## src/rtl/dot_arb_pkg.sv

```systemverilog
// Shared types and helpers for the dot-product arbiter slice.
//   issue_state_t : issue FSM states (ARB, ISSUE)
//   q_t           : signed 32-bit Q-format word
//   vec3_t        : three-element vector of q_t
//   rr_next       : round-robin successor of a pointer over n slots
package dot_arb_pkg;

  localparam int unsigned DATA_W = 32;

  typedef enum logic {ARB, ISSUE} issue_state_t;

  typedef logic signed [DATA_W-1:0] q_t;
  typedef q_t [2:0] vec3_t;

  function automatic int unsigned rr_next(input int unsigned ptr, input int unsigned n);
    return (ptr >= n - 1) ? 0 : ptr + 1;
  endfunction

endpackage

```

## src/rtl/dot_arb_tag_fifo.sv

```systemverilog
// Tag FIFO holding the requester index of every operation in flight.
//   clock, reset : clock, asynchronous active-high reset
//   push/push_tag: enqueue one tag (ignored while full)
//   pop          : dequeue the head tag (ignored while empty)
//   head         : show-ahead head tag
//   full, empty  : status derived from the registered count
//   count        : number of stored tags, 0..DEPTH
module dot_arb_tag_fifo #(
  parameter int unsigned TAG_W = 2,
  parameter int unsigned DEPTH = 8,
  localparam int unsigned PTR_W = $clog2(DEPTH),
  localparam int unsigned CNT_W = PTR_W + 1
) (
  input  logic             clock,
  input  logic             reset,
  input  logic             push,
  input  logic [TAG_W-1:0] push_tag,
  input  logic             pop,
  output logic [TAG_W-1:0] head,
  output logic             full,
  output logic             empty,
  output logic [CNT_W-1:0] count
);

  logic [TAG_W-1:0] mem [DEPTH];
  logic [PTR_W-1:0] wr_ptr;
  logic [PTR_W-1:0] rd_ptr;
  logic [CNT_W-1:0] count_q;
  logic             do_push;
  logic             do_pop;

  assign full    = (count_q == CNT_W'(DEPTH));
  assign empty   = (count_q == '0);
  assign count   = count_q;
  assign head    = mem[rd_ptr];
  assign do_push = push && !full;
  assign do_pop  = pop && !empty;

  always_ff @(posedge clock) begin
    if (do_push) begin
      mem[wr_ptr] <= push_tag;
    end
  end

  // DEPTH is a power of two, so the pointers wrap naturally.
  always_ff @(posedge clock or posedge reset) begin
    if (reset) begin
      wr_ptr  <= '0;
      rd_ptr  <= '0;
      count_q <= '0;
    end else begin
      if (do_push) begin
        wr_ptr <= wr_ptr + PTR_W'(1);
      end
      if (do_pop) begin
        rd_ptr <= rd_ptr + PTR_W'(1);
      end
      case ({do_push, do_pop})
        2'b10:   count_q <= count_q + CNT_W'(1);
        2'b01:   count_q <= count_q - CNT_W'(1);
        default: count_q <= count_q;
      endcase
    end
  end

endmodule

```

## src/rtl/dot_arbiter.sv

```systemverilog
// Shares one FIFO-interfaced 3-element dot-product unit among N_REQ requesters.
// Round-robin issue from the requesters' input FIFOs; the requester index of
// each issued operation is queued in a tag FIFO and used to route the in-order
// results back.
//   clock, reset        : clock, asynchronous active-high reset
//   req_x/req_y         : per-requester operand vectors (FIFO heads)
//   req_empty/req_rd_en : per-requester input FIFO status / pop (one-hot)
//   dot_x/dot_y         : operand presented to the dot unit
//   dot_empty/dot_rd_en : operand-available handshake toward the dot unit
//   dot_out/...         : dot unit result FIFO head, empty, pop
//   res_out             : result data shared by all requesters
//   res_full/res_wr_en  : per-requester result FIFO full / write (one-hot)
//   outstanding         : operations issued but not yet returned
//   busy                : work in flight or an issue pending
module dot_arbiter
  import dot_arb_pkg::*;
#(
  parameter int unsigned N_REQ   = 4,
  parameter int unsigned MAX_OUT = 8,
  localparam int unsigned TAG_W  = $clog2(N_REQ)
) (
  input  logic                       clock,
  input  logic                       reset,
  input  vec3_t [N_REQ-1:0]          req_x,
  input  vec3_t [N_REQ-1:0]          req_y,
  input  logic  [N_REQ-1:0]          req_empty,
  output logic  [N_REQ-1:0]          req_rd_en,
  output vec3_t                      dot_x,
  output vec3_t                      dot_y,
  output logic                       dot_empty,
  input  logic                       dot_rd_en,
  input  q_t                         dot_out,
  input  logic                       dot_out_empty,
  output logic                       dot_out_rd_en,
  output q_t                         res_out,
  input  logic  [N_REQ-1:0]          res_full,
  output logic  [N_REQ-1:0]          res_wr_en,
  output logic  [$clog2(MAX_OUT):0]  outstanding,
  output logic                       busy
);

  localparam int unsigned CNT_W = $clog2(MAX_OUT) + 1;

  issue_state_t     state_q, state_d;
  logic [TAG_W-1:0] grant_q, grant_d;
  logic [TAG_W-1:0] rr_ptr, rr_d;

  logic             any_elig;
  logic [TAG_W-1:0] pick;
  int unsigned      idx;

  logic             tag_push;
  logic             tag_pop;
  logic [TAG_W-1:0] tag_head;
  logic             tag_full;
  logic             tag_empty;
  logic [CNT_W-1:0] tag_count;
  logic             ret_go;

  // Search from rr_ptr, wrapping explicitly so N_REQ need not be a power of 2.
  always_comb begin
    any_elig = 1'b0;
    pick     = '0;
    idx      = 0;
    for (int unsigned k = 0; k < N_REQ; k++) begin
      idx = 32'(rr_ptr) + k;
      if (idx >= N_REQ) begin
        idx = idx - N_REQ;
      end
      if (!any_elig && !req_empty[TAG_W'(idx)]) begin
        any_elig = 1'b1;
        pick     = TAG_W'(idx);
      end
    end
  end

  always_comb begin
    state_d   = state_q;
    grant_d   = grant_q;
    rr_d      = rr_ptr;
    dot_empty = 1'b1;
    req_rd_en = '0;
    tag_push  = 1'b0;
    case (state_q)
      ARB: begin
        if (any_elig && !tag_full) begin
          grant_d = pick;
          state_d = ISSUE;
        end
      end
      ISSUE: begin
        dot_empty = 1'b0;
        if (dot_rd_en) begin
          req_rd_en = N_REQ'(1) << grant_q;
          tag_push  = 1'b1;
          rr_d      = TAG_W'(rr_next(32'(grant_q), N_REQ));
          state_d   = ARB;
        end
      end
      default: state_d = ARB;
    endcase
  end

  always_ff @(posedge clock or posedge reset) begin
    if (reset) begin
      state_q <= ARB;
      grant_q <= '0;
      rr_ptr  <= '0;
    end else begin
      state_q <= state_d;
      grant_q <= grant_d;
      rr_ptr  <= rr_d;
    end
  end

  assign dot_x = req_x[grant_q];
  assign dot_y = req_y[grant_q];

  // Return path: strictly in order, so a full head requester blocks everyone.
  assign ret_go        = !dot_out_empty && !tag_empty && !res_full[tag_head];
  assign tag_pop       = ret_go;
  assign dot_out_rd_en = ret_go;
  assign res_wr_en     = ret_go ? (N_REQ'(1) << tag_head) : '0;
  assign res_out       = dot_out;

  dot_arb_tag_fifo #(
    .TAG_W (TAG_W),
    .DEPTH (MAX_OUT)
  ) u_tag_fifo (
    .clock    (clock),
    .reset    (reset),
    .push     (tag_push),
    .push_tag (grant_q),
    .pop      (tag_pop),
    .head     (tag_head),
    .full     (tag_full),
    .empty    (tag_empty),
    .count    (tag_count)
  );

  assign outstanding = tag_count;
  assign busy        = (tag_count != '0) || (state_q == ISSUE);

  // A result with no matching tag means the dot unit produced an unrequested result.
  a_no_orphan_result: assert property (@(posedge clock) disable iff (reset)
    !(!dot_out_empty && tag_empty));

  a_outstanding_bound: assert property (@(posedge clock) disable iff (reset)
    tag_count <= CNT_W'(MAX_OUT));

endmodule

```

## config.mk

```make
export PLATFORM = sky130hd
export DESIGN_NAME = dot_arbiter
export DESIGN_NICKNAME = d
export VERILOG_FILES = /design/src/rtl/dot_arb_pkg.sv /design/src/rtl/dot_arb_tag_fifo.sv /design/src/rtl/dot_arbiter.sv
export SDC_FILE = /design/constraint.sdc
export NUM_CORES = 1
export LEC_CHECK = 0
export ABC_AREA = 1
export BUFFER_PORTS_ARGS = -buffer_cell sky130_fd_sc_hd__buf_2
export CAP_MARGIN = 20
export CORE_AREA = 2 2 409 411
export CTS_CLUSTER_SIZE = 20
export DETAILED_ROUTE_END_ITERATION = 10
export DIE_AREA = 0 0 411 413
export GPL_TIMING_DRIVEN = 0
export MAX_ROUTING_LAYER = met4
export PLACE_DENSITY = 0.3
export SKIP_CTS_REPAIR_TIMING = 1
export SYNTH_ARGS = -nofsm -noshare
export SYNTH_HDL_FRONTEND = slang
export SYNTH_SLANG_ARGS = --single-unit
```

## constraint.sdc

```tcl
create_clock -name clock -period 3.12 [get_ports clock]
set_input_delay 0 -clock clock [delete_from_list [all_inputs] [get_ports clock]]
set_output_delay 0 -clock clock [all_outputs]
set_load 0.01 [all_outputs]
```

==> impl_metrics.toml, run 1 <==
[power]
power.leakage_uw = 0.007079
vdd_ir_drop_max_v = 0.0003157
p_switching_uw = 10860
pwr_density_cell_nw_per_um2 = 999.9
design_power_total_uw = 15610
power.internal_uw = 4744
sw_frac_of_total_pct = 69.60
seq_power_share_pct = 4.8
comb_power_share_pct = 92.2
clockPowerShare_pct = 3.0

[clocking]
clk_pin_slew_ns = 0.06
cts-root-to-sink-buffers = 2
cts.sink_count = 31
insertion_delay_ns = 0.28
number_of_buffers_created_by_cts = 5
clock_tree.root_cell = "sky130_fd_sc_hd__clkbuf_16"
h-tree-depth = 2
cts_tree = "done"

[placement]
placedCellCount = 4575
place_hpwl_mm = 112.7
placedInstanceArea_um2 = 15120
port_buffers = 1018
final_wtd_congestion = 0.9434

[die]
io_pins = 1051
initial_core_utilization_pct = 4.359
die_area_um2 = 169700
rows = 150
floorplan.die.height_um = 413
core_um2 = 165900
die_x_um = 411

[logic_synthesis]
synth.most_common_cell = "sky130_fd_sc_hd__nor2_1"
synth_cell_types = 32
synth_flop_cell = "sky130_fd_sc_hd__edfxtp_1"
synth_edf_count = 16
yosys_warnings = 0
synth.area.top_cells = "sky130_fd_sc_hd__o21ai_0, sky130_fd_sc_hd__nor2_1, sky130_fd_sc_hd__o22ai_1"
synth_commonest_cells = "sky130_fd_sc_hd__nor2_1, sky130_fd_sc_hd__o21ai_0, sky130_fd_sc_hd__o22ai_1, sky130_fd_sc_hd__clkbuf_1, sky130_fd_sc_hd__nand2_1"
synth_sequential_area_ratio_pct = 11.83
synth_nets = 2172
synthDominantAreaCellType = "sky130_fd_sc_hd__o21ai_0"
post_synth_instance_area_um2 = 7232
synth-async-reset-ratio_pct = 48.39
post_synth_inst_count = 1351
yosys.area.top_type_share_pct = 27.06
avgSynthCellArea_um2 = 5.353
synth.ff_latch_count = 31

[grt]
grt_remaining_overflow = 0
gr-usage-all-layers_pct = 14.20
number_of_antenna_violations_at_the_first_check_in_global_routing = 53
number_of_global_route_vias_before_repair = 14750
maximum_number_of_pins_on_one_net_before_global_route_repair = 16
first_pass_grt_wire_length_mm = 153.0

[sta]
setup_viol_count_final = 0
final.hold.worst_slack_ns = 0.1210
max_freq_mhz = 333.3
final_max_slew_viol_count = 0
final.setup_skew_ns = 0.004975
final-hold-violation-count = 0
slew-limit-headroom_pct = 25.48
final_min_period_over_clock_period_pct = 96.18
min_period_ns = 3.001
setup_repair_after_global_routing_missed_its_margin = "true"
max_slew.worst_pin.slew_ns = 1.118
timing.setup.tns_ns = 0

[worst_setup_path]
cp.arrival_ns = 3.00
critPathSlowestCell = "sky130_fd_sc_hd__dfrtp_2"
worstReg2RegStart = "u_tag_fifo.rd_ptr[0]$_DFFE_PP0P_"
critical_path.startpoint_type = "register"
cp_capture_type = "output pin"
timing.reg2reg.setup_slack_ns = 0.48
crit-reg2reg-capture = "u_tag_fifo.count[2]$_DFFE_PP0P_"
cp_num_buf_inv = 6
timing.critical_path.max_delay_family = "buffers and inverters"
max_stage_delay_ns = 0.51
crit_chain = "clkbuf_4, buf_4, inv_4, clkbuf_4, buf_2, nor2_1, o22ai_1, buf_2"
crit_required_ns = 3.12
worst-path-max-fanout = 11
worst_path_class_setup = "reg2out"
rr_worst_depth = 18

[route]
drt-initial-drc-count = 1090
detail_route.wl_per_cell_um = 27.26
drt_wl_total_mm = 125.7
dr.pass1.iters = 5
drtAntennaViolNets = 0
vias_per_cell = 3.261
via_count = 15040
remaining_drc_errors = 0

[cells_and_area]
fin_area_um2 = 15610
nets_final = 3201
final_cell_count_no_fill = 4612
final.fill_count = 20030
layout_cell_share_with_drive_strength_beyond_1_pct = 49.56
area.growth.synth_to_final_pct = 115.8

[flow_run]
drv.max_cap_violation_count = 0

[hold_path]
hold_start = "dot_out_empty"
holdPathStages = 4
hold_class = "in2reg"
worst_hold_path.endpoint = "u_tag_fifo.rd_ptr[0]$_DFFE_PP0P_"

[run_status]
run_status = "finished, final reports clean"
## cell type report
| cell class | count | area, µm² | area share [%] |
|---|---|---|---|
| Multi-Input combinational cell | 1118 | 5568 | 35.67 |
| Timing Repair Buffer | 1022 | 5147 | 32.98 |
| Tap cell | 2204 | 2758 | 17.67 |
| Buffer | 161 | 909.6 | 5.828 |
| Sequential cell | 31 | 858.3 | 5.499 |
| Inverter | 41 | 158.9 | 1.018 |
| Clock buffer | 5 | 125.1 | 0.8017 |
| Antenna cell | 27 | 67.56 | 0.4329 |
| Clock inverter | 3 | 15.01 | 0.09620 |
## flip-flops by register name, summed over array words and instances (netlist names)
| signal | flops |
|---|---|
| grant_q | 2 |
| u_tag_fifo.mem | 16 |
| state_q | 1 |
| u_tag_fifo.rd_ptr | 3 |
| u_tag_fifo.wr_ptr | 3 |
| u_tag_fifo.count | 4 |
| rr_ptr | 2 |
## worst reg2reg max path: stages (launching register included)
cell	delay, ns
sky130_fd_sc_hd__dfrtp_1	0.36
sky130_fd_sc_hd__buf_6	0.15
sky130_fd_sc_hd__inv_4	0.07
sky130_fd_sc_hd__nand2_1	0.06
sky130_fd_sc_hd__nand3_1	0.09
sky130_fd_sc_hd__nand3_2	0.12
sky130_fd_sc_hd__nand2_2	0.09
sky130_fd_sc_hd__nand2_1	0.06
sky130_fd_sc_hd__nand2_1	0.06
sky130_fd_sc_hd__nand2_2	0.11
sky130_fd_sc_hd__nand3_2	0.19
sky130_fd_sc_hd__inv_1	0.15
sky130_fd_sc_hd__ha_1	0.23
sky130_fd_sc_hd__xor2_1	0.22
sky130_fd_sc_hd__ha_1	0.18
sky130_fd_sc_hd__a21oi_1	0.05
sky130_fd_sc_hd__a21oi_1	0.14
sky130_fd_sc_hd__o21ai_0	0.09
sky130_fd_sc_hd__o21a_1	0.11
## worst max-delay path by stage
stage / startpoint / to / slack, ns / cells after the start
global placement: grant_q[1]$_DFFE_PP0P_ / dot_x[34] / -1.31 / 6
floorplan: u_tag_fifo.rd_ptr[0]$_DFFE_PP0P_ / u_tag_fifo.count[2]$_DFFE_PP0P_ / 0.83 / 18
detailed placement: grant_q[0]$_DFFE_PP0P_ / dot_y[73] / -0.87 / 7
CTS: grant_q[0]$_DFFE_PP0P_ / dot_y[73] / -1.18 / 7
global route: grant_q[0]$_DFFE_PP0P_ / dot_x[25] / -0.04 / 6
finish: grant_q[0]$_DFFE_PP0P_ / dot_y[24] / 0.12 / 8
## kinds of logic after synthesis
group / count (synthesis) / share of synthesized area (%)
xor+xnor: 7 / 0.9516
fa+ha+maj: 9 / 1.557
flops: 31 / 11.83
buf+inv: 202 / 13.34
simple gates: 506 / 27.58
compound gates: 596 / 44.74
## power groups by stage
stage / clock network, µW / registers, µW / logic (µW)
2_1_floorplan: 0 / 714 / 5880
3_3_place_gp: 0 / 767 / 14600
3_5_place_dp: 0 / 765 / 14500
4_1_cts: 487 / 758 / 14600
5_1_grt: 499 / 784 / 15600
6_report: 473 / 752 / 14400
## per-stage QoR
stage               setup WS, ns  utilization (%)
finish                    0.1193            9.407
detailed placement       -0.8684            9.114
global placement          -1.307            9.092
CTS                       -1.178            9.198
global route            -0.03743            9.391
floorplan                 0.8282                -
## cells in the final DEF, fill, tap and decap left out, types with 3 or more instances in the layout
master / netlist / layout
sky130_fd_sc_hd__xor2_1: 4 / 4
sky130_fd_sc_hd__diode_2: 0 / 27
sky130_fd_sc_hd__nor2_2: 3 / 7
sky130_fd_sc_hd__nand3_2: 4 / 4
sky130_fd_sc_hd__clkbuf_16: 0 / 5
sky130_fd_sc_hd__ha_1: 9 / 9
sky130_fd_sc_hd__nand2_1: 63 / 63
sky130_fd_sc_hd__nor2_1: 405 / 401
sky130_fd_sc_hd__dfrtp_1: 15 / 13
sky130_fd_sc_hd__clkbuf_4: 0 / 14
sky130_fd_sc_hd__inv_1: 38 / 38
sky130_fd_sc_hd__buf_6: 2 / 7
sky130_fd_sc_hd__nand2_2: 4 / 4
sky130_fd_sc_hd__nand3_1: 14 / 14
sky130_fd_sc_hd__buf_1: 1 / 3
sky130_fd_sc_hd__clkbuf_1: 81 / 51
sky130_fd_sc_hd__o22ai_2: 0 / 19
sky130_fd_sc_hd__clkbuf_2: 0 / 24
sky130_fd_sc_hd__buf_2: 41 / 1042
sky130_fd_sc_hd__buf_4: 36 / 38
sky130_fd_sc_hd__o21ai_0: 391 / 390
sky130_fd_sc_hd__nand4_1: 6 / 6
sky130_fd_sc_hd__a21oi_1: 4 / 4
sky130_fd_sc_hd__edfxtp_1: 16 / 16
sky130_fd_sc_hd__o22ai_1: 193 / 172
sky130_fd_sc_hd__o21ai_1: 4 / 5
## layer usage
layer	up-vias	GRT usage [%]	share of wire [%]
met1	7198	15.28	37
met3	155	4.267	8.8
met4	0	3.714	2.9
met2	874	25.22	51
met5	-	-	0
li1	6814	-	-
No activity file was read; power rests on OpenSTA's default activity.
==> run 2: changes to the inputs <==
Settings changed: CORE_AREA 2 2 409 411 to 2 2 411 413, DIE_AREA 0 0 411 413 to 0 0 413 415, SYNTH_HIERARCHICAL set to 1.
==> run 2 against run 1 <==
The flow now finishes with violations (setup timing). Register-to-register slack got worse by 0.27 ns. Clock skew about the same. Wire length increased by 21%. Flip-flop and latch count unchanged.
==> impl_metrics.toml, run 2 <==
[die]
die_x_um = 413
die_area_um2 = 171400
floorplan.die.height_um = 415
initial_core_utilization_pct = 4.538
io_pins = 1051
core_um2 = 166700
rows = 150

[clocking]
cts.sink_count = 31
h-tree-depth = 2
clk_pin_slew_ns = 0.05
clock_tree.root_cell = "sky130_fd_sc_hd__clkbuf_16"
cts-root-to-sink-buffers = 2
insertion_delay_ns = 0.27
number_of_buffers_created_by_cts = 5
cts_tree = "done"

[logic_synthesis]
yosys_warnings = 6
synth-async-reset-ratio_pct = 48.39
synth.ff_latch_count = 31
synth_sequential_area_ratio_pct = 11.32
synth_cell_types = 33
synth_edf_count = 16
avgSynthCellArea_um2 = 5.461
yosys.area.top_type_share_pct = 24.35
synth_commonest_cells = "sky130_fd_sc_hd__nor2_1, sky130_fd_sc_hd__o21ai_0, sky130_fd_sc_hd__o22ai_1, sky130_fd_sc_hd__nand2_1, sky130_fd_sc_hd__clkbuf_1"
synth_nets = 2207
synthDominantAreaCellType = "sky130_fd_sc_hd__o21ai_0"
post_synth_instance_area_um2 = 7564
synth.area.top_cells = "sky130_fd_sc_hd__o21ai_0, sky130_fd_sc_hd__nor2_1, sky130_fd_sc_hd__o22ai_1"
synth_flop_cell = "sky130_fd_sc_hd__edfxtp_1"
synth.most_common_cell = "sky130_fd_sc_hd__nor2_1"
post_synth_inst_count = 1385

[power]
seq_power_share_pct = 4.7
vdd_ir_drop_max_v = 0.0002753
sw_frac_of_total_pct = 69.37
power.leakage_uw = 0.007294
design_power_total_uw = 16600
comb_power_share_pct = 92.6
clockPowerShare_pct = 2.7
p_switching_uw = 11520
pwr_density_cell_nw_per_um2 = 1044
power.internal_uw = 5085

[cells_and_area]
largest-register = "u_tag_fifo/mem"
layout_cell_share_with_drive_strength_beyond_1_pct = 48.70
largest_register_ff_count = 16
mostFrequentLayoutCell = "sky130_fd_sc_hd__buf_2"
area.growth.synth_to_final_pct = 110.2
layout.cells.most_common_list = "sky130_fd_sc_hd__buf_2, sky130_fd_sc_hd__nor2_1, sky130_fd_sc_hd__o21ai_0"
nets_final = 3251
final.fill_count = 20010

[worst_setup_path]
cp_capture_type = "output pin"
critical_path.startpoint_type = "register"
worst-path-max-fanout = 11
cp.arrival_ns = 3.14
crit_required_ns = 3.12
timing.reg2reg.setup_slack_ns = 0.21
worst_path_class_setup = "reg2out"

[sta]
finalWorstSetupSlack_ns = -0.01664
min_period_ns = 3.137
slew-limit-headroom_pct = 20.14
final-hold-violation-count = 0
timing.setup.tns_ns = -0.01664
final_max_slew_viol_count = 0
max_slew.worst_pin.slew_ns = 1.198
setup_repair_after_global_routing_missed_its_margin = "false"
setup_viol_count_final = 1
final.setup_skew_ns = 0.004824
max_freq_mhz = 318.8
final_min_period_over_clock_period_pct = 100.5

[route]
drt-initial-drc-count = 1284
drtAntennaViolNets = 0
vias_per_cell = 3.402
via_count = 15850
remaining_drc_errors = 0
drt_wl_total_mm = 152.2
dr.pass1.iters = 5
detail_route.wl_per_cell_um = 32.66

[grt]
number_of_antenna_violations_at_the_first_check_in_global_routing = 109
first_pass_grt_wire_length_mm = 182.8
maximum_number_of_pins_on_one_net_before_global_route_repair = 16
gr-usage-all-layers_pct = 17.24
grt_remaining_overflow = 0
number_of_global_route_vias_before_repair = 15640

[placement]
final_wtd_congestion = 0.9920
port_buffers = 1018
place_hpwl_mm = 139.7
preCtsSetupSlack_ns = -0.4923

[run_status]
run_status = "finished with violations"
violations = "setup timing"

[hold_path]
hold_class = "in2out"

[flow_run]
drv.max_cap_violation_count = 0
==> run 2: cell count changes after synthesis, sizes merged, moves of 2 or more <==
cell	previous run	this run
inv	41	47
or2	4	1
o21ai	397	394
xor2	4	2
nor3	2	8
nor4	0	2
buf	80	99
nor2	409	414
nand4	6	2
clkbuf	81	64
nand2	67	91
==> run 2: cell families after synthesis <==
| kind of cell | share of synthesized area [%] |
|---|---|
| compound gates | 42.20 |
| simple gates | 28.40 |
| buf+inv | 15.50 |
| flops | 11.32 |
| fa+ha+maj | 1.754 |
| xor+xnor | 0.6948 |
| mux | 0.1323 |
==> run 2: metrics by stage <==
stage	instances	cell area [µm²]	util [%]	hold WS [ns]
after floorplan	1385	7564	-	-0.2215
after global placement	4607	15420	9.250	-0.01204
after detailed placement	4614	15520	9.315	-0.009672
after CTS	4621	15660	9.395	-0.2994
after global routing	4643	15860	9.516	0.1878
final	4659	15900	9.540	0.1833
==> run 2: critical path, stage by stage, from the launching register on <==
cell                       delay [ns]
sky130_fd_sc_hd__dfrtp_2         0.52
sky130_fd_sc_hd__buf_6           0.26
sky130_fd_sc_hd__buf_6           0.27
sky130_fd_sc_hd__clkbuf_1        0.58
sky130_fd_sc_hd__nor2_1          0.33
sky130_fd_sc_hd__o22ai_1         0.62
sky130_fd_sc_hd__buf_2           0.25
==> run 2: path summary, 6_finish.rpt <==
kind	endpoint	from	depth (start not counted)
min	res_out[7]	dot_out[7]	2
min in group asynchronous	rr_ptr[1]$_DFFE_PP0P_	reset	3
max reg2reg	u_tag_fifo/count[3]$_DFFE_PP0P_	u_tag_fifo/rd_ptr[0]$_DFFE_PP0P_	19
max in group asynchronous	u_tag_fifo/count[2]$_DFFE_PP0P_	reset	3
max	dot_x[11]	grant_q[0]$_DFFE_PP0P_	6
min reg2reg	u_tag_fifo/wr_ptr[1]$_DFFE_PP0P_	u_tag_fifo/wr_ptr[1]$_DFFE_PP0P_	2
==> run 2: cell type report <==
class | count | area (µm²) | share of cell area (%)
Antenna cell | 26 | 65.06 | 0.4092
Buffer | 163 | 1010 | 6.351
Sequential cell | 31 | 858.3 | 5.399
Multi-Input combinational cell | 1144 | 5584 | 35.12
Tap cell | 2204 | 2758 | 17.34
Timing Repair Buffer | 1037 | 5301 | 33.34
Inverter | 47 | 188.9 | 1.188
Clock inverter | 2 | 8.758 | 0.05509
Clock buffer | 5 | 125.1 | 0.7870
==> run 2: per-layer routing <==
| metal | part of all wire (%) | routed length [µm] | global-route usage [%] | vias to the layer above |
|---|---|---|---|---|
| met5 | 0 | 0 | - | - |
| met4 | 3.6 | 5420 | 4.468 | 0 |
| met3 | 9.7 | 14730 | 5.441 | 235 |
| met2 | 47 | 70770 | 28.09 | 1003 |
| met1 | 40 | 61240 | 20.35 | 7685 |
| li1 | - | - | - | 6926 |
==> run 2: power by group through the flow <==
| stage | logic [µW] | clock network, µW | registers, µW |
|---|---|---|---|
| final | 15400 | 451 | 781 |
| after global routing | 16500 | 485 | 805 |
| after CTS | 15400 | 464 | 780 |
| after detailed placement | 15400 | 0 | 787 |
| after global placement | 15300 | 0 | 787 |
| after floorplan | 6300 | 0 | 722 |
==> run 3: changes to the inputs <==
Clock period 3.12 ns to 3.7 ns, I/O delays scaled along.
==> run 3 against run 2 <==
The flow now finishes without violations. Non-clock buffer count is 10 lower. Die area unchanged. Flip-flop and latch count stayed put. Critical path depth did not move. Largest cell class unchanged. Highest routed layer unchanged.
==> impl_metrics.toml, run 3 (synthesized netlist as in run 2, its figures left out) <==
[run_status]
run_status = "finished, final reports clean"

[worst_setup_path]
worst-path-max-fanout = 11
crit-reg2reg-capture = "u_tag_fifo/count[3]$_DFFE_PP0P_"
worst_setup_path_endpoint = "dot_y[72]"
cp_capture_type = "output pin"
rr_worst_depth = 19
worstReg2RegStart = "u_tag_fifo/rd_ptr[0]$_DFFE_PP0P_"
worst_path_class_setup = "reg2out"
timing.reg2reg.setup_slack_ns = 0.46
critical_path.startpoint_type = "register"
worstSetupStartpoint = "grant_q[0]$_DFFE_PP0P_"
crit_required_ns = 3.70
cp.arrival_ns = 3.69

[grt]
maximum_number_of_pins_on_one_net_before_global_route_repair = 16
gr-usage-all-layers_pct = 17.24
first_pass_grt_wire_length_mm = 182.8
number_of_antenna_violations_at_the_first_check_in_global_routing = 109
grt_remaining_overflow = 0
number_of_global_route_vias_before_repair = 15640

[placement]
final_wtd_congestion = 0.9920
place_hpwl_mm = 139.7
port_buffers = 1018
preCtsSetupSlack_ns = 0.08770

[die]
initial_core_utilization_pct = 4.538
die_area_um2 = 171400
rows = 150
die_x_um = 413
io_pins = 1051
floorplan.die.height_um = 415
core_um2 = 166700

[hold_path]
hold_class = "in2out"
holdPathStages = 2

[sta]
final-hold-violation-count = 0
finalWorstSetupSlack_ns = 0.01101
final_max_slew_viol_count = 0
setup_viol_count_final = 0
final.setup_skew_ns = 0.004228
setup_repair_after_global_routing_missed_its_margin = "false"
slew-limit-headroom_pct = 18.58
min_period_ns = 3.689
max_slew.worst_pin.slew_ns = 1.221
max_freq_mhz = 271.1
final_min_period_over_clock_period_pct = 99.70

[power]
vdd_ir_drop_max_v = 0.0002283
power.leakage_uw = 0.007220
pwr_density_cell_nw_per_um2 = 878.3

[cells_and_area]
nets_final = 3241
area.growth.synth_to_final_pct = 108.2
layout.core_utilization_pct = 9.447
largest-register = "u_tag_fifo/mem"
layout.cells.most_common_list = "sky130_fd_sc_hd__buf_2, sky130_fd_sc_hd__nor2_1, sky130_fd_sc_hd__o21ai_0"
mostFrequentLayoutCell = "sky130_fd_sc_hd__buf_2"
largest_register_ff_count = 16
layout_cell_share_with_drive_strength_beyond_1_pct = 47.91

[clocking]
cts.sink_count = 31
clock_tree.root_cell = "sky130_fd_sc_hd__clkbuf_16"
number_of_buffers_created_by_cts = 5
cts-root-to-sink-buffers = 2
clk_pin_slew_ns = 0.05
h-tree-depth = 2
insertion_delay_ns = 0.27
cts_tree = "done"

[route]
dr.pass1.iters = 5
vias_per_cell = 3.407
drt-initial-drc-count = 1307
drtAntennaViolNets = 0
via_count = 15820
drt_wl_total_mm = 152.0
detail_route.wl_per_cell_um = 32.72
remaining_drc_errors = 0

[flow_run]
drv.max_cap_violation_count = 0
[run 3: area by class of cell]
class                   instances  area, µm²
fillers                     20010     150900
clock buffers                   5      125.1
repair buffers               1028       5225
plain buffers                 162      989.7
well taps                    2204       2758
multi-input cells            1144       5538
clock inverters                 2      8.758
flip-flops and latches         31      855.8
diodes                         22      55.05
inverters                      47      188.9
[run 3: per-stage QoR]
step / std cells / hold WS (ns) / instance area, µm² / setup TNS (ns) / total power, µW
6_report: 4645 / 0.1833 / 15740 / 0 / 13830
5_1_grt: 4633 / 0.1878 / 15710 / 0 / 14800
4_1_cts: 4621 / -0.2994 / 15660 / -0.2118 / 14040
3_5_place_dp: 4614 / -0.009672 / 15520 / 0 / 13610
3_3_place_gp: 4607 / -0.01204 / 15420 / -1.205 / 13590
2_1_floorplan: 1385 / -0.2215 / 7564 / 0 / 5918
[run 3: worst max-delay path: stages, from the launching register on]
cell and delay, ns:
sky130_fd_sc_hd__dfrtp_1 0.63, sky130_fd_sc_hd__buf_6 0.29, sky130_fd_sc_hd__buf_6 0.27, sky130_fd_sc_hd__clkbuf_1 0.56, sky130_fd_sc_hd__o21ai_0 0.59, sky130_fd_sc_hd__o22ai_1 0.79, sky130_fd_sc_hd__buf_2 0.26
[run 3: worst min path at each step]
stage,start,endpoint,slack (ns)
after floorplan,reset,grant_q[0]$_DFFE_PP0P_,-0.22
after global placement,reset,rr_ptr[0]$_DFFE_PP0P_,-0.01
after detailed placement,reset,rr_ptr[0]$_DFFE_PP0P_,-0.01
after CTS,reset,rr_ptr[1]$_DFFE_PP0P_,-0.30
after global routing,dot_out[7],res_out[7],0.19
final,dot_out[7],res_out[7],0.18
[run 3: power breakdown]
| part | switching, µW | internal (µW) | total (µW) | leakage, µW |
|---|---|---|---|---|
| sequential | 160 | 494 | 654 | 0.000330 |
| combinational | 9380 | 3420 | 12800 | 0.00682 |
| clock | 138 | 241 | 380 | 0.0000672 |
| total | 9680 | 4150 | 13800 | 0.00722 |
[run 3: routing by layer]
layer | wire (µm) | part of all wire, % | GRT usage [%]
met5 | 0 | 0 | -
met4 | 5402 | 3.6 | 4.468
met3 | 14890 | 9.8 | 5.441
met2 | 70690 | 47 | 28.09
met1 | 61000 | 40 | 20.35
